`config.mk`:
```
export PLATFORM = sky130hd
export DESIGN_NAME = blink_mode_ctrl
export DESIGN_NICKNAME = d
export VERILOG_FILES = /design/src/rtl/blink_pkg.sv /design/src/rtl/tick_gen.sv /design/src/rtl/blink_mode_ctrl.sv
export SDC_FILE = /design/constraint.sdc
export NUM_CORES = 1
export LEC_CHECK = 0
export CAP_MARGIN = 40
export CELL_PAD_IN_SITES_DETAIL_PLACEMENT = 1
export CELL_PAD_IN_SITES_GLOBAL_PLACEMENT = 1
export CORE_MARGIN = 1.5
export CORE_UTILIZATION = 43
export CTS_BUF_LIST = sky130_fd_sc_hd__clkbuf_16
export CTS_CLUSTER_DIAMETER = 30
export DETAILED_ROUTE_END_ITERATION = 7
export PLACE_DENSITY_LB_ADDON = 0.12
export SYNTH_ARGS = -nofsm -noshare
export SYNTH_HDL_FRONTEND = slang
export SYNTH_SLANG_ARGS = --single-unit
```
`constraint.sdc`:
```
create_clock -name clk_in -period 2.2 [get_ports clk_in]
set_clock_uncertainty 0.2 [all_clocks]
set_input_delay 0.22 -clock clk_in [delete_from_list [all_inputs] [get_ports clk_in]]
set_output_delay 0.22 -clock clk_in [all_outputs]
set_load 0.02 [all_outputs]
```
`src/rtl/blink_pkg.sv`:
```
// Shared mode encoding for the LED mode controller.
package blink_pkg;

    localparam int unsigned MODE_W = 3;

    typedef enum logic [MODE_W-1:0] {
        MODE_OFF        = 3'd0,
        MODE_ON         = 3'd1,
        MODE_BLINK_SLOW = 3'd2,
        MODE_BLINK_FAST = 3'd3,
        MODE_PATTERN    = 3'd4
    } mode_e;

    localparam logic [MODE_W-1:0] MODE_LAST = MODE_PATTERN;

endpackage

```
`src/rtl/tick_gen.sv`:
```
// Free-running prescaler: one-cycle registered strobe every CLK_HZ/TICK_HZ cycles.
module tick_gen #(
    parameter int unsigned CLK_HZ  = 100_000_000,
    parameter int unsigned TICK_HZ = 10,
    parameter int unsigned CNT_W   = 32
) (
    input  logic clk_in,
    input  logic rst,
    output logic tick
);

    localparam int unsigned DIV = CLK_HZ / TICK_HZ;
    localparam logic [CNT_W-1:0] CNT_LAST = CNT_W'(DIV - 1);

    generate
        if (DIV < 2) begin : g_div_check
            $error("tick_gen: CLK_HZ/TICK_HZ must be at least 2");
        end
        if (((DIV - 1) >> CNT_W) != 0) begin : g_width_check
            $error("tick_gen: CNT_W too narrow to hold DIV-1");
        end
    endgenerate

    logic [CNT_W-1:0] cnt;

    always_ff @(posedge clk_in or posedge rst) begin
        if (rst) begin
            cnt  <= '0;
            tick <= 1'b0;
        end else begin
            tick <= (cnt == CNT_LAST);
            cnt  <= (cnt == CNT_LAST) ? '0 : cnt + CNT_W'(1);
        end
    end

endmodule

```
`src/rtl/blink_mode_ctrl.sv`:
```
// LED mode sequencer: OFF / ON / slow blink / fast blink / fixed pattern, stepped by mode_next.
module blink_mode_ctrl
    import blink_pkg::*;
#(
    parameter int unsigned CLK_HZ     = 100_000_000,
    parameter int unsigned TICK_HZ    = 10,
    parameter int unsigned CNT_W      = 32,
    parameter int unsigned SLOW_TICKS = 5,
    parameter logic [7:0]  PATTERN    = 8'b1010_0000
) (
    input  logic              clk_in,
    input  logic              rst,
    input  logic              mode_next,
    output logic              led,
    output logic [MODE_W-1:0] mode,
    output logic              tick
);

    generate
        if (SLOW_TICKS < 1 || SLOW_TICKS > 15) begin : g_slow_check
            $error("blink_mode_ctrl: SLOW_TICKS must be in 1..15");
        end
    endgenerate

    localparam logic [3:0] SLOW_LAST = 4'(SLOW_TICKS - 1);

    logic [MODE_W-1:0] mode_n;
    logic [3:0]        phase;
    logic [3:0]        phase_n;
    logic              led_n;
    logic [2:0]        pat_idx;

    tick_gen #(
        .CLK_HZ  (CLK_HZ),
        .TICK_HZ (TICK_HZ),
        .CNT_W   (CNT_W)
    ) u_tick_gen (
        .clk_in (clk_in),
        .rst    (rst),
        .tick   (tick)
    );

    always_ff @(posedge clk_in or posedge rst) begin
        if (rst) begin
            mode  <= MODE_OFF;
            phase <= '0;
            led   <= 1'b0;
        end else begin
            mode  <= mode_n;
            phase <= phase_n;
            led   <= led_n;
        end
    end

    // A mode step takes priority over a coincident tick; unknown codes behave as OFF.
    always_comb begin
        mode_n  = mode;
        phase_n = phase;
        led_n   = led;
        pat_idx = '0;
        if (mode_next) begin
            mode_n  = (mode >= MODE_LAST) ? MODE_OFF : mode + 3'd1;
            phase_n = '0;
            case (mode_n)
                MODE_ON, MODE_BLINK_SLOW, MODE_BLINK_FAST: led_n = 1'b1;
                MODE_PATTERN:                              led_n = PATTERN[7];
                default:                                   led_n = 1'b0;
            endcase
        end else if (tick) begin
            case (mode)
                MODE_BLINK_FAST: led_n = ~led;
                MODE_BLINK_SLOW: begin
                    if (phase == SLOW_LAST) begin
                        led_n   = ~led;
                        phase_n = '0;
                    end else begin
                        phase_n = phase + 4'd1;
                    end
                end
                MODE_PATTERN: begin
                    // 7-(phase+1) in 3 bits is the bitwise inverse of phase+1
                    pat_idx = phase[2:0] + 3'd1;
                    phase_n = {1'b0, pat_idx};
                    led_n   = PATTERN[~pat_idx];
                end
                default: ;
            endcase
        end
    end

endmodule

```
# Yosys cells after proc, flatten, opt, wreduce, memory -nomap -nowiden
# Memory sizes are Yosys's and may differ from the RTL's.
# Index checks and enable logic that the tools add are counted.
[word_totals] reg_bits=41 latchBits=0 ram_bits=0 rom_bits=8 out_inout_bits=5 memories=1
[memory_table] memory="(name not given)" depth=8 width=1 read_ports=1 rd_clocked_by_memory_dff=0 wr=0 line="blink_mode_ctrl.sv:84" source="led_n = PATTERN[~pat_idx];"
[op_classes] add_sub_neg=4 n_mul=0 div_mod_pow=0 order_cmp=2 n_eq_ne=10 shift=0 mux=12 bitwise_logic=2 reduce_logical=6
[op_table] operator="adder 32 x 1 -> 32 bit (second input constant)" n=1
[op_table] operator="equality test 32 x 24 -> 1 bit (second input constant)" n=1
[op_table] operator="two-way mux 32 bit" n=1
[op_table] operator="equality test 3 x 2 -> 1 bit (second input constant)" n=4
[op_table] operator="two-way mux 4 bit" n=3
[op_table] operator="one-hot mux 4 bit (2 select lines)" n=1
[op_table] operator="adder 3 x 1 -> 3 bit (second input constant)" n=2
[op_table] operator="equality test 3 bit (second input constant)" n=2
[op_table] operator="two-way mux 1 bit" n=5
[op_table] operator="adder 4 x 1 -> 4 bit (second input constant)" n=1
[op_table] operator="equality test 4 x 3 -> 1 bit (second input constant)" n=1
[op_table] operator="< comparator 3 x 4 -> 1 bit (second input constant)" n=1
[op_table] operator="nonzero test 4 bit" n=1
[op_table] operator="OR reduction 4 bit" n=1
[op_table] operator="equality test 3 x 1 -> 1 bit (second input constant)" n=1
[op_table] operator=">= comparator 3 bit (second input constant)" n=1
[op_table] operator="two-way mux 3 bit" n=1
[op_table] operator="inequality test 3 bit (second input constant)" n=1
[op_table] operator="inverter 3 bit" n=1
[op_table] operator="one-hot mux 1 bit (3 select lines)" n=1
[op_table] operator="AND reduction 3 bit" n=1
[op_table] operator="nonzero test 3 bit" n=1
[op_table] operator="AND reduction 2 bit" n=1
[op_table] operator="nonzero test 2 bit" n=1
[op_table] operator="inverter 1 bit" n=1

# Depth between registers and ports, before layout
# Gate-level depths: netlist (run 1).
[depth] word_depth=7 depth_mapped=6

# By module
# A second synthesis (run 1) with hierarchy kept.
[unflattened] cells_unflattened=219 area_unflattened_um2=2215.9
[by_module_without_submodules] module="tick_gen" n_inst=1 cells_per_inst=161 area_per_inst_um2=1652.8 seq_area_each_um2=825.8
[by_module_without_submodules] module="blink_mode_ctrl" n_inst=1 cells_per_inst=58 area_per_inst_um2=563.0 seq_area_each_um2=200.2

# Worst setup path before layout (run 1)
# OpenSTA, ideal clock, no wires.
[synth_timing] path_type="register -> register" start="register mode[0]" end="register phase[3]" setup_ns=0.122 arrival_time_ns=1.772 required_time_ns=1.878 setup_slack_ns=0.106 path_stages_with_launch=7 path_buffers=0 path_cell_list="dfrtp_1 > inv_1 > ha_1 > mux2_2 > a21oi_1 > o21ai_0 > a32o_1"
[synth_via] elab_chain_len=4 word_cells_on_any_way=7 cone_classes="eq/ne (2); mux (3); reduce/logical (2)"
[synth_lines] item="from (decl)" line="blink_mode_ctrl.sv:15" source="output logic [MODE_W-1:0] mode,"
[synth_lines] item="from (signal assigned)" line="blink_mode_ctrl.sv:49" source="mode <= mode_n;"
[synth_lines] item="equality test 3 bit or equality test 3 x 2 -> 1 bit (tied branches)" line="blink_mode_ctrl.sv:70" source="case (mode)"
[synth_lines] item="one-hot mux 4 bit (2 select lines)" line="blink_mode_ctrl.sv:70"
[synth_lines] item="two-way mux 4 bit" line="blink_mode_ctrl.sv:69" source="end else if (tick) begin"
[synth_lines] item="two-way mux 4 bit" line="blink_mode_ctrl.sv:61" source="if (mode_next) begin"
[synth_lines] item="to (signal assigned)" line="blink_mode_ctrl.sv:50" source="phase <= phase_n;"
[synth_lines] item="to (decl)" line="blink_mode_ctrl.sv:28" source="logic [3:0] phase;"
# Several ways; a longest one is shown, not always the timed one. The select of a mux whose other input is x is not followed.
# A chain may end at the register's enable or synchronous reset.

# Worst setup path after layout (run 1)
[layout_timing] start="register u_tick_gen.cnt[0]" end="register u_tick_gen.cnt[20]"
[layout_via] elab_chain_len=2 word_cells_on_any_way=3 cone_classes="add/sub (1); eq/ne (1); mux (1)"
[layout_lines] item="from (decl)" line="tick_gen.sv:24" source="logic [CNT_W-1:0] cnt;"
[layout_lines] item="from (signal assigned)" line="tick_gen.sv:32" source="cnt <= (cnt == CNT_LAST) ? '0 : cnt + CNT_W'(1);"
[layout_lines] item="adder 32 x 1 -> 32 bit or equality test 32 x 24 -> 1 bit (tied branches)" line="tick_gen.sv:32"
[layout_lines] item="two-way mux 32 bit *" line="tick_gen.sv:32"
# Every way passes the cells marked *; elsewhere a longest branch is shown, timed or not.

==> results of run 1 <==
-- power by group through the flow --
stage / clock, mW / sequential [mW] / combinational, mW
6_report: 0.706 / 0.834 / 0.256
5_1_grt: 0.753 / 0.842 / 0.288
4_1_cts: 0.719 / 0.835 / 0.262
3_5_place_dp: 0 / 0.849 / 0.261
3_3_place_gp: 0 / 0.846 / 0.247
2_1_floorplan: 0 / 0.864 / 0.142
-- cell usage in the layout (no fill, tap or decap), types with 2 or more instances in the layout --
cell type        count
dfrtp_1             41
nand2_1             16
buf_4               15
xor2_1              14
inv_1               12
xnor2_1             12
o21ai_0             11
nand3_1             11
nor2_1              11
nand4_1             10
nor3_1               8
clkdlybuf4s50_1      7
ha_1                 6
a21oi_1              5
and4_1               5
clkbuf_16            5
or3_1                4
nor4_2               4
and2_1               3
nor4_1               3
nor4b_1              3
nand2b_1             2
or4_4                2
or4_1                2
a31oi_1              2
clkinv_2             2
-- what timing repair did --
item | CTS | global route
pin swaps | 0 | 1
resized for setup | 1 | 3
setup endpoints to repair | 1 | 7
-- routing by layer --
| layer | wire length (µm) | GRT usage, % |
|---|---|---|
| met1 | 2270 | 26.1 |
| met2 | 2490 | 36.1 |
| met3 | 96 | 4.39 |
| met4 | 110 | 6.58 |
| met5 | 0 | 0 |
-- layout make-up --
type                       instances  area [µm²]  share of cell area (%)
multi-input combinational        153        1050                    41.6
clock inverter                     3        17.5                   0.691
inverter                          12        45.0                    1.78
sequential                        41        1030                    40.5
timing repair buffer              22         183                    7.21
clock buffer                       5         125                    4.94
tap                               67        83.8                    3.31
-- stage by stage --
stage	setup WS (ns)	power [mW]
2_1_floorplan	0.106	1.01
3_3_place_gp	0.0900	1.09
3_5_place_dp	0.0108	1.11
4_1_cts	0.0808	1.82
5_1_grt	0.00842	1.88
6_report	0.0806	1.80
-- worst max path at each step --
stage,end,slack (ns),depth (start not counted)
floorplan,phase[3],0.11,6
global placement,u_tick_gen.cnt[20],0.09,5
detailed placement,u_tick_gen.cnt[20],0.01,5
CTS,u_tick_gen.cnt[23],0.08,4
global route,u_tick_gen.cnt[23],0.008,4
finish,u_tick_gen.cnt[20],0.08,5
-- state kept, by name, summed over array words and instances (netlist names) --
name             count
mode                 3
led                  1
u_tick_gen.tick      1
u_tick_gen.cnt      32
phase                4
-- critical path, stage by stage (launching register included) --
cell and delay [ns]:
dfrtp_1 0.40, ha_1 0.19, nand4_1 0.15, or4_4 0.58, or3_1 0.37, a21oi_1 0.15
-- cell families after synthesis --
group	synth area share, %
buffers and inverters	3.97
adder cells (fa/ha/maj)	3.50
multiplexers	0.992
AO/OA/AOI/OAI	8.05
AND/OR/NAND/NOR	25.0
flip-flops	47.8
XOR/XNOR	10.6
==> reports/results.txt, run 1 <==
status -> finished, final reports clean
power per cell area -> 709 mW/mm²
initial antenna violation count -> 0
Reg2Reg Launch Point -> u_tick_gen.cnt[0]
Max Cap Violations -> 0
clk buf depth -> 2
Total GRT Usage -> 20.9%
Placed Instances -> 295
Syn Nets -> 223
CP Capture Type -> register
CTS Sinks -> 41
clock latency on the worst-skew pair -> 0.28 ns
Final Max Slew Viols -> 0
Post-CTS Setup Inserts -> 0
final setup fails -> 0
sw power -> 0.469 mW
Worst Hold Class -> in2async
final worst path period share -> 96.3%
R2R depth -> 5
post-detail-place hpwl -> 3.59 mm
R2R Setup Slk -> 0.08 ns
Hold Buf Count CTS -> 0
Max Fanout on Critical Path -> 7
Finished Cell Area -> 0.00253 mm²
pin count of the biggest net entering global routing -> 42
post-synthesis sequential area ratio -> 47.8%
Total Wirelength -> 4.97 mm
part of the power in registers -> 46.4%
Vias/cell -> 5.65
grt ovf -> 0
CORE AREA -> 0.00475 mm²
top-count cell post-synth -> dfrtp_1
1st-iter DRT viols -> 71
Gate Count Post-Synth -> 214
Die Width -> 73.6 µm
Antenna Cells -> 0
Fin Setup TNS -> 0 ns
Clock Power Share -> 39.3%
Startpoint Class -> register
relative slew slack -> 65.6%
chip height -> 73.6 µm
mean routed wirelength per cell -> 16.4 µm
clk slew on worst S/H paths -> 0.06 ns
DRT antenna net count -> 0
CP required -> 2.20 ns
dominant cells by area after synthesis -> dfrtp_1, xor2_1, xnor2_1
drc violations -> 0
post-synth top area share -> 47.8%
IO Count -> 8
share of cells above drive strength 1 -> 14.4%
worst-margin pin slew -> 0.515 ns
placed instance area -> 0.00237 mm²
Switching Share -> 26.1%
min Tclk post-route -> 2.12 ns
maximum vdd drop -> 0.450 mV
asr flop ratio synth -> 100%
Crit Path Class -> reg2reg
Fillers -> 560
area of the die -> 0.00542 mm²
Leakage -> 1.11 nW
first-pass GRT wire length -> 8.58 mm
Layout area overhead -> 18.2%
Main synth FF type -> dfrtp_1
critical path arrival -> 2.12 ns
Layout Utilization -> 53.3%
initial core utilization -> 45.1%
vias in the first global route -> 1810
Netlist cell types -> 43
top cell type by total area after synthesis -> dfrtp_1
synthesized cell area -> 0.00214 mm²
Layout Cells excl Fill -> 303
drt pass-1 iters -> 4
final hold vios -> 0
CTS tree -> yes
H-tree depth -> 2
combinational power share -> 14.2%
port bufs -> 7
crit path from -> u_tick_gen.cnt[0]
via count -> 1713
syn_area_per_cell -> 10.0 µm²
gpl congestion -> 0.905
root buffer cell -> clkbuf_16
Pint -> 1.33 mW
RSZ-0062 raised after global routing -> no
#FFs+latches synth -> 41
Final #Nets -> 244
Post-synth top cells -> dfrtp_1, nand2_1, xor2_1
Hold WS -> 0.184 ns
Yosys Warn Count -> 0
total CTS buffers -> 5
row cnt -> 25
Post-synth EDFFs -> 0
max frequency -> 472 MHz
worst flop-to-flop path endpoint -> u_tick_gen.cnt[20]
(Power assumes the default switching activity.)
==> run 2: changes to the inputs <==
--- a/config.mk
+++ b/config.mk
@@ -14,6 +14,7 @@
 export CTS_CLUSTER_DIAMETER = 30
 export DETAILED_ROUTE_END_ITERATION = 7
 export PLACE_DENSITY_LB_ADDON = 0.12
+export SLEW_MARGIN = 20
 export SYNTH_ARGS = -nofsm -noshare
 export SYNTH_HDL_FRONTEND = slang
 export SYNTH_SLANG_ARGS = --single-unit
==> results of run 2 <==
No change in the layout: final DEF, timing and power equal those of run 1.
==> run 3: changes to the inputs <==
--- a/config.mk
+++ b/config.mk
@@ -8,7 +8,7 @@
 export CAP_MARGIN = 40
 export CELL_PAD_IN_SITES_DETAIL_PLACEMENT = 1
 export CELL_PAD_IN_SITES_GLOBAL_PLACEMENT = 1
-export CORE_MARGIN = 1.5
+export CORE_MARGIN = 2
 export CORE_UTILIZATION = 43
 export CTS_BUF_LIST = sky130_fd_sc_hd__clkbuf_16
 export CTS_CLUSTER_DIAMETER = 30
==> run 3 against run 2 <==
Effect of this change: fmax increased by 1.2%; critical path depth unchanged; setup slack improved by 0.025 ns; global-route usage decreased by 0.23 points; via count decreased by 1.7%; sequential power about the same; non-clock buffer count unchanged; die area increased by 2.7%; total power increased by 6.3%; hold slack improved by 0.0076 ns; register-to-register slack improved by 0.02 ns.
==> reports/results.txt, run 3 (same netlist as run 1, synthesis figures left out) <==
Placed Instances -> 295 (unchanged)
root buffer cell -> clkbuf_16
Worst Hold Class -> in2async
vias in the first global route -> 1755 (-3.0%)
Vias/cell -> 5.56 (-1.7%)
post-detail-place hpwl -> 3.58 mm (-0.32%)
Reg2Reg Launch Point -> u_tick_gen.cnt[0]
final setup fails -> 0 (unchanged)
worst-margin pin slew -> 0.531 ns (+0.0156 ns)
Total GRT Usage -> 20.7% (-0.23 points)
DRT antenna net count -> 0 (unchanged)
initial antenna violation count -> 0 (unchanged)
maximum vdd drop -> 0.497 mV (+10%)
critical path arrival -> 2.10 ns (-0.02 ns)
Crit Path Class -> reg2reg
drt pass-1 iters -> 4 (unchanged)
Fillers -> 564 (+0.71%)
port bufs -> 7 (unchanged)
Die Width -> 74.6 µm (+1.4%)
Power Total -> 1.91 mW (+6.3%)
Antenna Cells -> 0 (unchanged)
Final #Nets -> 244 (unchanged)
Max Cap Violations -> 0 (unchanged)
power per cell area -> 750 mW/mm² (+5.8%)
total CTS buffers -> 5 (unchanged)
pin count of the biggest net entering global routing -> 42 (unchanged)
drc violations -> 0 (unchanged)
Layout area overhead -> 18.7%
R2R Setup Slk -> 0.11 ns (+0.02 ns)
IO Count -> 8 (unchanged)
relative slew slack -> 64.6% (-1.0 points)
mean routed wirelength per cell -> 16.1 µm (-1.6%)
Leakage -> 1.11 nW (+0.45%)
grt ovf -> 0 (unchanged)
1st-iter DRT viols -> 77 (+8.5%)
Layout Cells excl Fill -> 303 (unchanged)
worst flop-to-flop path endpoint -> u_tick_gen.cnt[20]
Layout Utilization -> 53.6% (+0.24 points)
share of cells above drive strength 1 -> 13.1% (-1.3 points)
multi-input logic area -> 0.00104 mm² (-1.2%)
CTS Sinks -> 41 (unchanged)
Hold Buf Count CTS -> 0 (unchanged)
RSZ-0062 raised after global routing -> yes
max frequency -> 477 MHz (+1.2%)
most frequent cells in the layout -> dfrtp_1, nand2_1, buf_4, xor2_1
max reg flops -> 32 (unchanged)
CORE AREA -> 0.00475 mm² (unchanged)
row cnt -> 25 (unchanged)
Total Wirelength -> 4.89 mm (-1.6%)
clk buf depth -> 2 (unchanged)
CTS tree -> yes
first-pass GRT wire length -> 8.69 mm (+1.2%)
final hold vios -> 0 (unchanged)
Post-CTS Setup Inserts -> 0 (unchanged)
Reg area -> 0.00103 mm² (unchanged)
initial core utilization -> 45.1% (unchanged)
via count -> 1684 (-1.7%)
clk slew on worst S/H paths -> 0.06 ns (about the same)
commonest non-fill, non-tap cell in the layout -> dfrtp_1
gpl congestion -> 0.861 (-4.8%)
largest registers -> u_tick_gen.cnt (32), phase (4), mode (3)
Fin Setup TNS -> 0 ns (unchanged)
final worst path period share -> 95.2% (-1.1 points)
area of the die -> 0.00557 mm² (+2.7%)
Startpoint Class -> register
H-tree depth -> 2 (unchanged)
Final Max Slew Viols -> 0 (unchanged)
CP required -> 2.21 ns (about the same)
register name with the most flops -> u_tick_gen.cnt
Max Fanout on Critical Path -> 7 (unchanged)
min Tclk post-route -> 2.09 ns (-0.0249 ns)
R2R depth -> 5 (unchanged)
status -> finished, final reports clean
CP Capture Type -> register
chip height -> 74.6 µm (+1.4%)
clock latency on the worst-skew pair -> 0.28 ns (about the same)
==> run 3: cell count changes in the layout (fill, tap and decap cells not counted), sizes merged <==
cell / delta
bufinv: +1
clkinv: -1
==> run 3: stage by stage <==
stage / setup WS [ns] / area (µm²) / hold slack (ns)
4_1_cts: 0.0163 / 2540 / 0.207
3_5_place_dp: -0.0155 / 2370 / 0.264
3_3_place_gp: 0.0816 / 2370 / 0.263
6_report: 0.106 / 2550 / 0.192
5_1_grt: -0.0161 / 2550 / 0.271
2_1_floorplan: 0.106 / 2140 / 0.243
==> run 3: timing repair <==
action                                 4_1_cts  5_1_grt
gates resized for setup                      0        2
endpoints found under the hold margin        0        0
setup endpoints to repair                    0       12
==> run 3: worst max-delay path, stage by stage (launching register included) <==
cell,delay (ns)
dfrtp_1,0.40
ha_1,0.21
nand4_1,0.13
or4_4,0.57
or3_1,0.37
a21oi_1,0.14
==> run 3: worst max-delay path by stage <==
stage	to	cells past startpoint	start
after CTS	u_tick_gen.cnt[20]	5	u_tick_gen.cnt[0]
final	u_tick_gen.cnt[20]	5	u_tick_gen.cnt[0]
after floorplan	phase[3]	6	mode[0]
after global placement	u_tick_gen.cnt[20]	5	u_tick_gen.cnt[0]
after global routing	u_tick_gen.cnt[20]	5	u_tick_gen.cnt[0]
after detailed placement	u_tick_gen.cnt[20]	5	u_tick_gen.cnt[0]
==> run 3: routing by layer <==
layer / share of wire [%] / track usage (%)
met1: 48 / 28.1
met2: 50 / 33.6
met3: 1.5 / 4.02
met4: 0.86 / 6.55
met5: 0 / 0
==> run 3: area by class of cell <==
| type | count | area share, % |
|---|---|---|
| clock buffer | 5 | 4.91 |
| clock inverter | 3 | 1.62 |
| inverter | 12 | 1.77 |
| multi-input combinational | 153 | 40.9 |
| sequential | 41 | 40.3 |
| tap | 67 | 3.29 |
| timing repair buffer | 22 | 7.17 |
==> run 3: power breakdown <==
part           internal, mW  total (mW)  switching, mW  leakage, nW
sequential            0.788       0.835         0.0463        0.548
clock                 0.531       0.814          0.283       0.0775
combinational         0.123       0.260          0.137        0.488
total                  1.44        1.91          0.467         1.11
